`src/rtl/timer_pkg.sv`:
```
// Shared types and Johnson-ring helpers for the time-pulse decoder.
// The ring helpers are sized by RING_W_DEF, so the decoder's RING_W must equal it.
package timer_pkg;
  localparam int NTP_DEF    = 12;
  localparam int RING_W_DEF = 5;
  localparam int MCT_W_DEF  = 16;

  typedef enum logic [1:0] {SYNC, RUN, HALT} tp_state_t;

  function automatic logic [RING_W_DEF-1:0] johnson_next(input logic [RING_W_DEF-1:0] s);
    return {s[RING_W_DEF-2:0], ~s[RING_W_DEF-1]};
  endfunction

  // Walks the full Johnson orbit from zero; anything not on it is illegal.
  function automatic logic johnson_legal(input logic [RING_W_DEF-1:0] s);
    logic [RING_W_DEF-1:0] c;
    logic ok;
    c  = '0;
    ok = 1'b0;
    for (int i = 0; i < 2*RING_W_DEF; i++) begin
      ok = ok | (s == c);
      c  = johnson_next(c);
    end
    return ok;
  endfunction
endpackage

```
`src/rtl/phs_edge_det.sv`:
```
// Synchronous rising-edge detector for the timer phase strobe.
module phs_edge_det (
  input  logic CLOCK,
  input  logic SIM_RST,
  input  logic d,
  output logic rise
);
  logic phs2_q;

  always_ff @(posedge CLOCK) begin
    if (SIM_RST) phs2_q <= 1'b0;
    else         phs2_q <= d;
  end

  assign rise = d & ~phs2_q;
endmodule

```
`src/rtl/timepulse_decoder.sv`:
```
// Derives the one-hot T01..T{NTP} train from the timer ring, shadows the ring
// to detect divergence, and counts completed memory cycles.
module timepulse_decoder
  import timer_pkg::*;
#(
  parameter int NTP    = NTP_DEF,
  parameter int RING_W = RING_W_DEF,
  parameter int MCT_W  = MCT_W_DEF
) (
  input  logic              CLOCK,
  input  logic              SIM_RST,
  input  logic              PHS2,
  input  logic [RING_W-1:0] RING,
  input  logic              STOP,
  input  logic              GOJAM,
  output logic [NTP-1:0]    T,
  output logic [3:0]        TPIDX,
  output logic              EOC,
  output logic [MCT_W-1:0]  MCT_CNT,
  output logic              RING_ALARM,
  output logic              SYNCED
);
  localparam logic [3:0] LAST = 4'(NTP-1);

  logic              adv;
  tp_state_t         state, state_nxt;
  logic [3:0]        tpidx, tpidx_nxt;
  logic [NTP-1:0]    t_q, t_nxt;
  logic [RING_W-1:0] shadow, shadow_nxt, exp_ring;
  logic              eoc, eoc_nxt, alarm, alarm_nxt, ring_ok;
  logic [MCT_W-1:0]  mct, mct_nxt;

  phs_edge_det u_edge (
    .CLOCK  (CLOCK),
    .SIM_RST(SIM_RST),
    .d      (PHS2),
    .rise   (adv)
  );

  always_ff @(posedge CLOCK) begin
    if (SIM_RST) state <= SYNC;
    else         state <= state_nxt;
  end

  always_comb begin
    state_nxt  = state;
    tpidx_nxt  = tpidx;
    shadow_nxt = shadow;
    eoc_nxt    = 1'b0;
    mct_nxt    = mct;
    alarm_nxt  = alarm;
    exp_ring   = johnson_next(shadow);
    ring_ok    = (RING == exp_ring) && johnson_legal(RING);
    if (GOJAM) begin
      state_nxt = SYNC;
      tpidx_nxt = LAST;
    end else begin
      unique case (state)
        SYNC: begin
          if (!STOP && adv && RING == '0) begin
            state_nxt  = RUN;
            tpidx_nxt  = 4'd0;
            shadow_nxt = '0;
          end
        end
        RUN, HALT: begin
          if (STOP) begin
            state_nxt = HALT;
          end else begin
            // Releasing HALT with a coincident edge treats that edge as a normal advance.
            state_nxt = RUN;
            if (adv) begin
              if (ring_ok) begin
                shadow_nxt = exp_ring;
                if (tpidx == LAST) begin
                  tpidx_nxt = 4'd0;
                  eoc_nxt   = 1'b1;
                  mct_nxt   = mct + MCT_W'(1);
                end else begin
                  tpidx_nxt = tpidx + 4'd1;
                end
              end else begin
                alarm_nxt = 1'b1;
                tpidx_nxt = LAST;
                state_nxt = SYNC;
              end
            end
          end
        end
        default: begin
          state_nxt = SYNC;
          tpidx_nxt = LAST;
        end
      endcase
    end
    t_nxt = {{(NTP-1){1'b0}}, 1'b1} << tpidx_nxt;
  end

  always_ff @(posedge CLOCK) begin
    if (SIM_RST) begin
      tpidx  <= LAST;
      t_q    <= {1'b1, {(NTP-1){1'b0}}};
      shadow <= '0;
      eoc    <= 1'b0;
      mct    <= '0;
      alarm  <= 1'b0;
    end else begin
      tpidx  <= tpidx_nxt;
      t_q    <= t_nxt;
      shadow <= shadow_nxt;
      eoc    <= eoc_nxt;
      mct    <= mct_nxt;
      alarm  <= alarm_nxt;
    end
  end

  assign T          = t_q;
  assign TPIDX      = tpidx;
  assign EOC        = eoc;
  assign MCT_CNT    = mct;
  assign RING_ALARM = alarm;
  assign SYNCED     = (state != SYNC);
endmodule
```
`config.mk`:
```
export PLATFORM = sky130hd
export DESIGN_NAME = timepulse_decoder
export DESIGN_NICKNAME = d
export VERILOG_FILES = /design/src/rtl/timer_pkg.sv /design/src/rtl/phs_edge_det.sv /design/src/rtl/timepulse_decoder.sv
export SDC_FILE = /design/constraint.sdc
export NUM_CORES = 1
export LEC_CHECK = 0
export CAP_MARGIN = 0
export CORE_MARGIN = 10
export CORE_UTILIZATION = 53
export DETAILED_ROUTE_END_ITERATION = 12
export GPL_TIMING_DRIVEN = 0
export PLACE_DENSITY_LB_ADDON = 0.3
export SYNTH_ARGS = -nofsm -noshare
export SYNTH_HDL_FRONTEND = slang
export SYNTH_SLANG_ARGS = --single-unit
export TNS_END_PERCENT = 50
```
`constraint.sdc`:
```
create_clock -name CLOCK -period 3.8 [get_ports CLOCK]
set_input_delay 0.76 -clock CLOCK [delete_from_list [all_inputs] [get_ports CLOCK]]
set_output_delay 0.76 -clock CLOCK [all_outputs]
set_load 0.03 [all_outputs]
```
Yosys cells after proc, flatten, opt, wreduce, memory -nomap -nowiden
Index checks and enable logic that the tools add are counted.

cells by class
  shift-type cells = 1
  $add $sub $neg = 2
  eq/ne operators = 17
  reduce and logical (&&, ||, !) cells = 14
  mux-type cells = 18
  bitwise gates (word level) = 17

operators by type and width
  operator                                              number
  equality test 5 bit (second input constant)           5
  two-way mux 4 bit                                     6
  two-way mux 5 bit                                     4
  adder 16 x 1 -> 16 bit (second input constant)        1
  AND reduction 6 bit                                   2
  left shift 1 x 4 -> 12 bit (first input constant)     1
  case mux 5 bit (2 select lines)                       1
  bitwise OR 1 bit                                      9
  != test 2 bit (second input constant)                 4
  case mux 4 bit (2 select lines)                       1
  inverter 1 bit                                        7
  OR reduction 6 bit                                    1
  equality test 5 x 1 -> 1 bit (second input constant)  1
  equality test 5 x 2 -> 1 bit (second input constant)  1
  equality test 5 x 3 -> 1 bit (second input constant)  1
  equality test 5 x 4 -> 1 bit (second input constant)  1
  equality test 5 bit                                   1
  zero test 5 bit                                       1
  AND reduction 5 bit                                   1
  adder 4 x 1 -> 4 bit (second input constant)          1
  equality test 4 bit (second input constant)           1
  two-way mux 2 bit                                     2
  case mux 2 bit (2 select lines)                       1
  nonzero test 2 bit                                    2
  8 further kinds                                       13

storage, ports and cells
  flip-flop bits (word level) = 42
  output and inout port bits = 35
  input bits = 10
  word-level logic and storage cells = 77

Depth between registers and ports, before layout
  depth after elaboration = 17
  gate-level depth with buffers = 10
  depth with buffers taken out = 8

Cells and area by module
A second synthesis with hierarchy kept.

unflattened totals
  cell total of the unflattened synthesis = 241
  area total of the unflattened synthesis = 2,050.7 sq um

by module, submodules not included
  module             sequential area each (sq um)  area each (sq um)  cells an instance  instances
  timepulse_decoder  820.8                         2,003.2            238                1
  phs_edge_det       20.0                          47.5               3                  1

Worst setup path before layout
OpenSTA, ideal clock, no wires.

  path type = in2reg
  start = in STOP
  end = reg mct[12] (netlist: MCT_CNT[12])
  required time = 3,677 ps
  library setup time = 123 ps
  stages = 6
  buffers on the path = 0
  setup slack = 1,414 ps
  arrival time = 2,262 ps
  path through = nor3b_2 > nand2_2 > or3_4 > nor4_4 > nand4_1 > mux2_1

on the way
  cells in the longest elaborated chain, start to end = 2

RTL lines
  what                           line                      text
  start: declaration             timepulse_decoder.sv:14   input logic STOP,
  inverter 1 bit (no line)       n/a
  AND reduction 6 bit (no line)  n/a
  end signal: assignment         timepulse_decoder.sv:112  mct <= mct_nxt;
  end: declaration               timepulse_decoder.sv:31   logic [MCT_W-1:0] mct, mct_nxt;

No other way between the ends.
A chain may end at the register's enable or synchronous reset.

Worst setup path after layout
  start = in PHS2
  end = reg mct[12] (netlist: MCT_CNT[12])

on the way
  cells in the longest elaborated chain, start to end = 2

RTL lines
  what                           line                     text
  start: declaration             timepulse_decoder.sv:12  input logic PHS2,
  AND 1 bit                      phs_edge_det.sv:15       assign rise = d & ~phs2_q;
  AND reduction 6 bit (no line)  n/a

No other way between the ends.

==> flow_summary.toml <==
[worst_setup_path]
critPathCaptureType = "register"
critPathLaunchType = "primary input"
path_max_fanout = 8
r2r_cells = 7
cp-endpoint = "MCT_CNT[12]"
startpoint = "PHS2"
rr_startpoint = "TPIDX[0]"
critPathArrivalTime_ns = 3.03
rrSetupSlack_ns = 1.42
setup.worst_path.class = "in2reg"
crit_required_ns = 3.99
r2r-end = "MCT_CNT[12]"

[drt]
dr.pass1.iters = 4
wirelength_um = 4710
num_vias = 1884
drtIter0Drc = 124
drc = 0
wl_per_cell_um = 14.4
via_per_inst = 5.74
antenna_left = 0

[clock_network]
post_cts_buffers = 0
hold_buffers = 0
post_cts_resized = 0
cts_buffer_depth = 2
cts.root.buffer_cell = "clkbuf_8"
cts.sinks = 42
htreeDepth = 2
clk_pin_slew_ns = 0.08
numCtsBuffers = 5
clk_latency_ns = 0.30
tritoncts = "built"

[synthesis]
synth_warnings = 0
synth-seq-cells = 42
synth_cell_type_count = 53
synth_area_per_cell_um2 = 8.95
asyncSetResetFlopFracSynth = 0
synth_fp_nets = 242
syn-cell-area_mm2 = 0.00204
ys_seq_area_frac = 0.412
synth_edf_count = 0
netlist_instances = 228
yosys_most_used_dff = "dfxtp_1"

[grt]
antenna_found_initial = 0
grt_overflow = 0
grt_start_max_net_pins = 14
grt_pass1_wl_um = 7970
grtUsageTotal = 0.149
grt_pass1_vias = 1805

[place]
port_buffers = 44
place.detailed.hpwl_um = 3640
gpl.final_weighted_congestion = 0.800

[timing]
hold_viol_final = 0
tightest_slew_ns = 0.790
relSlewSlack = 0.465
period_share = 0.749
tns_ns = 0
finalClockSkew_ns = 0.00519
period_minus_slack_ns = 2.85
max_freq_mhz = 351
drv_slew = 0
rsz0062_at_grt = "false"
setup_viol = 0

[worst_hold_path]
whs_path_depth = 2
holdCritPathClass = "reg2reg"

[flow_run]
maxCapViolations = 0

[floorplan]
fp.dieArea_mm2 = 0.00673
fp.coreArea_mm2 = 0.00369
start_util = 0.553
die_w_um = 82.1
ios = 45
chipHeight_um = 82.1
fp-row-count = 22

[layout]
syn_to_final_growth_pct = 29.9
drive_above_1_share = 0.0964
nFillCells = 295
fin_nets = 293
diodes = 0
utilization = 0.718

[power]
p_leak_nw = 0.985
power.density_mw_per_mm2 = 314
peakVddDrop_v = 0.000270

[outcome]
status = "completed"
==> synthesized netlist by cell type, types with 4 or more instances <==
master / count / area, µm²
inv_1: 8 / 30.0
and3_1: 4 / 25.0
o31ai_1: 6 / 45.0
nor3_1: 7 / 35.0
nor2b_1: 8 / 50.1
nor4_1: 10 / 62.6
nor2_1: 22 / 82.6
or4_1: 4 / 30.0
mux2_1: 4 / 45.0
a21oi_1: 11 / 55.1
nand2b_1: 4 / 25.0
ha_1: 4 / 50.1
dfxtp_1: 42 / 841
nand3_1: 10 / 50.1
a22o_1: 6 / 52.6
nand2_1: 19 / 71.3
==> per-stage QoR <==
stage	cells	setup slack, ns	area (µm²)	hold slack [ns]	total power (W)
after floorplan	228	1.41	2040	0.484	0.000474
after global placement	320	0.670	2540	0.479	0.000494
after detailed placement	320	0.649	2540	0.485	0.000494
after CTS	328	0.956	2650	0.501	0.000837
after global routing	328	0.776	2650	0.530	0.000858
final	328	0.955	2650	0.497	0.000832
==> how the worst min path moves through the flow <==
stage	startpoint	endpoint	slack (ns)
finish	RING_ALARM	RING_ALARM	0.50
global route	RING_ALARM	RING_ALARM	0.53
detailed placement	RING_ALARM	RING_ALARM	0.49
floorplan	shadow[0]	shadow[1]	0.48
CTS	MCT_CNT[10]	MCT_CNT[10]	0.50
global placement	RING_ALARM	RING_ALARM	0.48
==> cells in the final DEF, fill, tap and decap left out, types with 5 or more instances in the layout <==
cell / n
clkdlybuf4s50_1: 44
dfxtp_1: 42
nor2_1: 22
nand2_1: 19
a21oi_1: 11
nand3_1: 10
nor4_1: 10
inv_1: 8
nor2b_1: 8
nor3_1: 7
a22o_1: 6
o31ai_1: 6
clkbuf_8: 5
==> state kept, by name, summed over array words and instances, names as in the netlist <==
register,count
u_edge.phs2_q,1
state,2
TPIDX,4
RING_ALARM,1
T,12
EOC,1
shadow,5
MCT_CNT,16
==> worst max-delay path, cell delays in order <==
cell and delay [ns]:
clkdlybuf4s50_1 0.53, nor3b_2 0.25, nand2_2 0.13, or3_4 0.41, nor4_4 0.43, nand4_1 0.18, mux2_1 0.33
==> final cells by class <==
| type | count | area [µm²] | area share |
|---|---|---|---|
| multi-input cells | 169 | 1130 | 0.426 |
| flip-flops and latches | 42 | 841 | 0.317 |
| repair buffers | 44 | 440 | 0.166 |
| clock buffers | 5 | 68.8 | 0.0260 |
| well taps | 48 | 60.1 | 0.0227 |
| clock inverters | 3 | 40.0 | 0.0151 |
| inverters | 10 | 37.5 | 0.0142 |
| plain buffers | 7 | 32.5 | 0.0123 |
==> power breakdown <==
part	switching (W)	internal [W]	leakage, nW
combinational	0.0000254	0.0000172	0.588
sequential	0.000000893	0.000441	0.339
clock	0.000155	0.000193	0.0579
total	0.000181	0.000651	0.985
==> layer usage <==
layer,share of wire,global-route usage,vias up,routed length [µm]
met5,0,0,-,0
met4,0.012,0.0408,0,58
met3,0.083,0.0557,8,392
met2,0.48,0.263,53,2290
met1,0.42,0.162,876,1980
li1,-,-,947,-
==> cells by family after synthesis <==
| group | share of synthesized area |
|---|---|
| flip-flops | 0.412 |
| adder cells (fa/ha/maj) | 0.0245 |
| AND/OR/NAND/NOR | 0.292 |
| XOR/XNOR | 0.0258 |
| buffers and inverters | 0.0343 |
| AO/OA/AOI/OAI | 0.180 |
| multiplexers | 0.0319 |
Note: power is estimated with default switching activity, not from simulation.
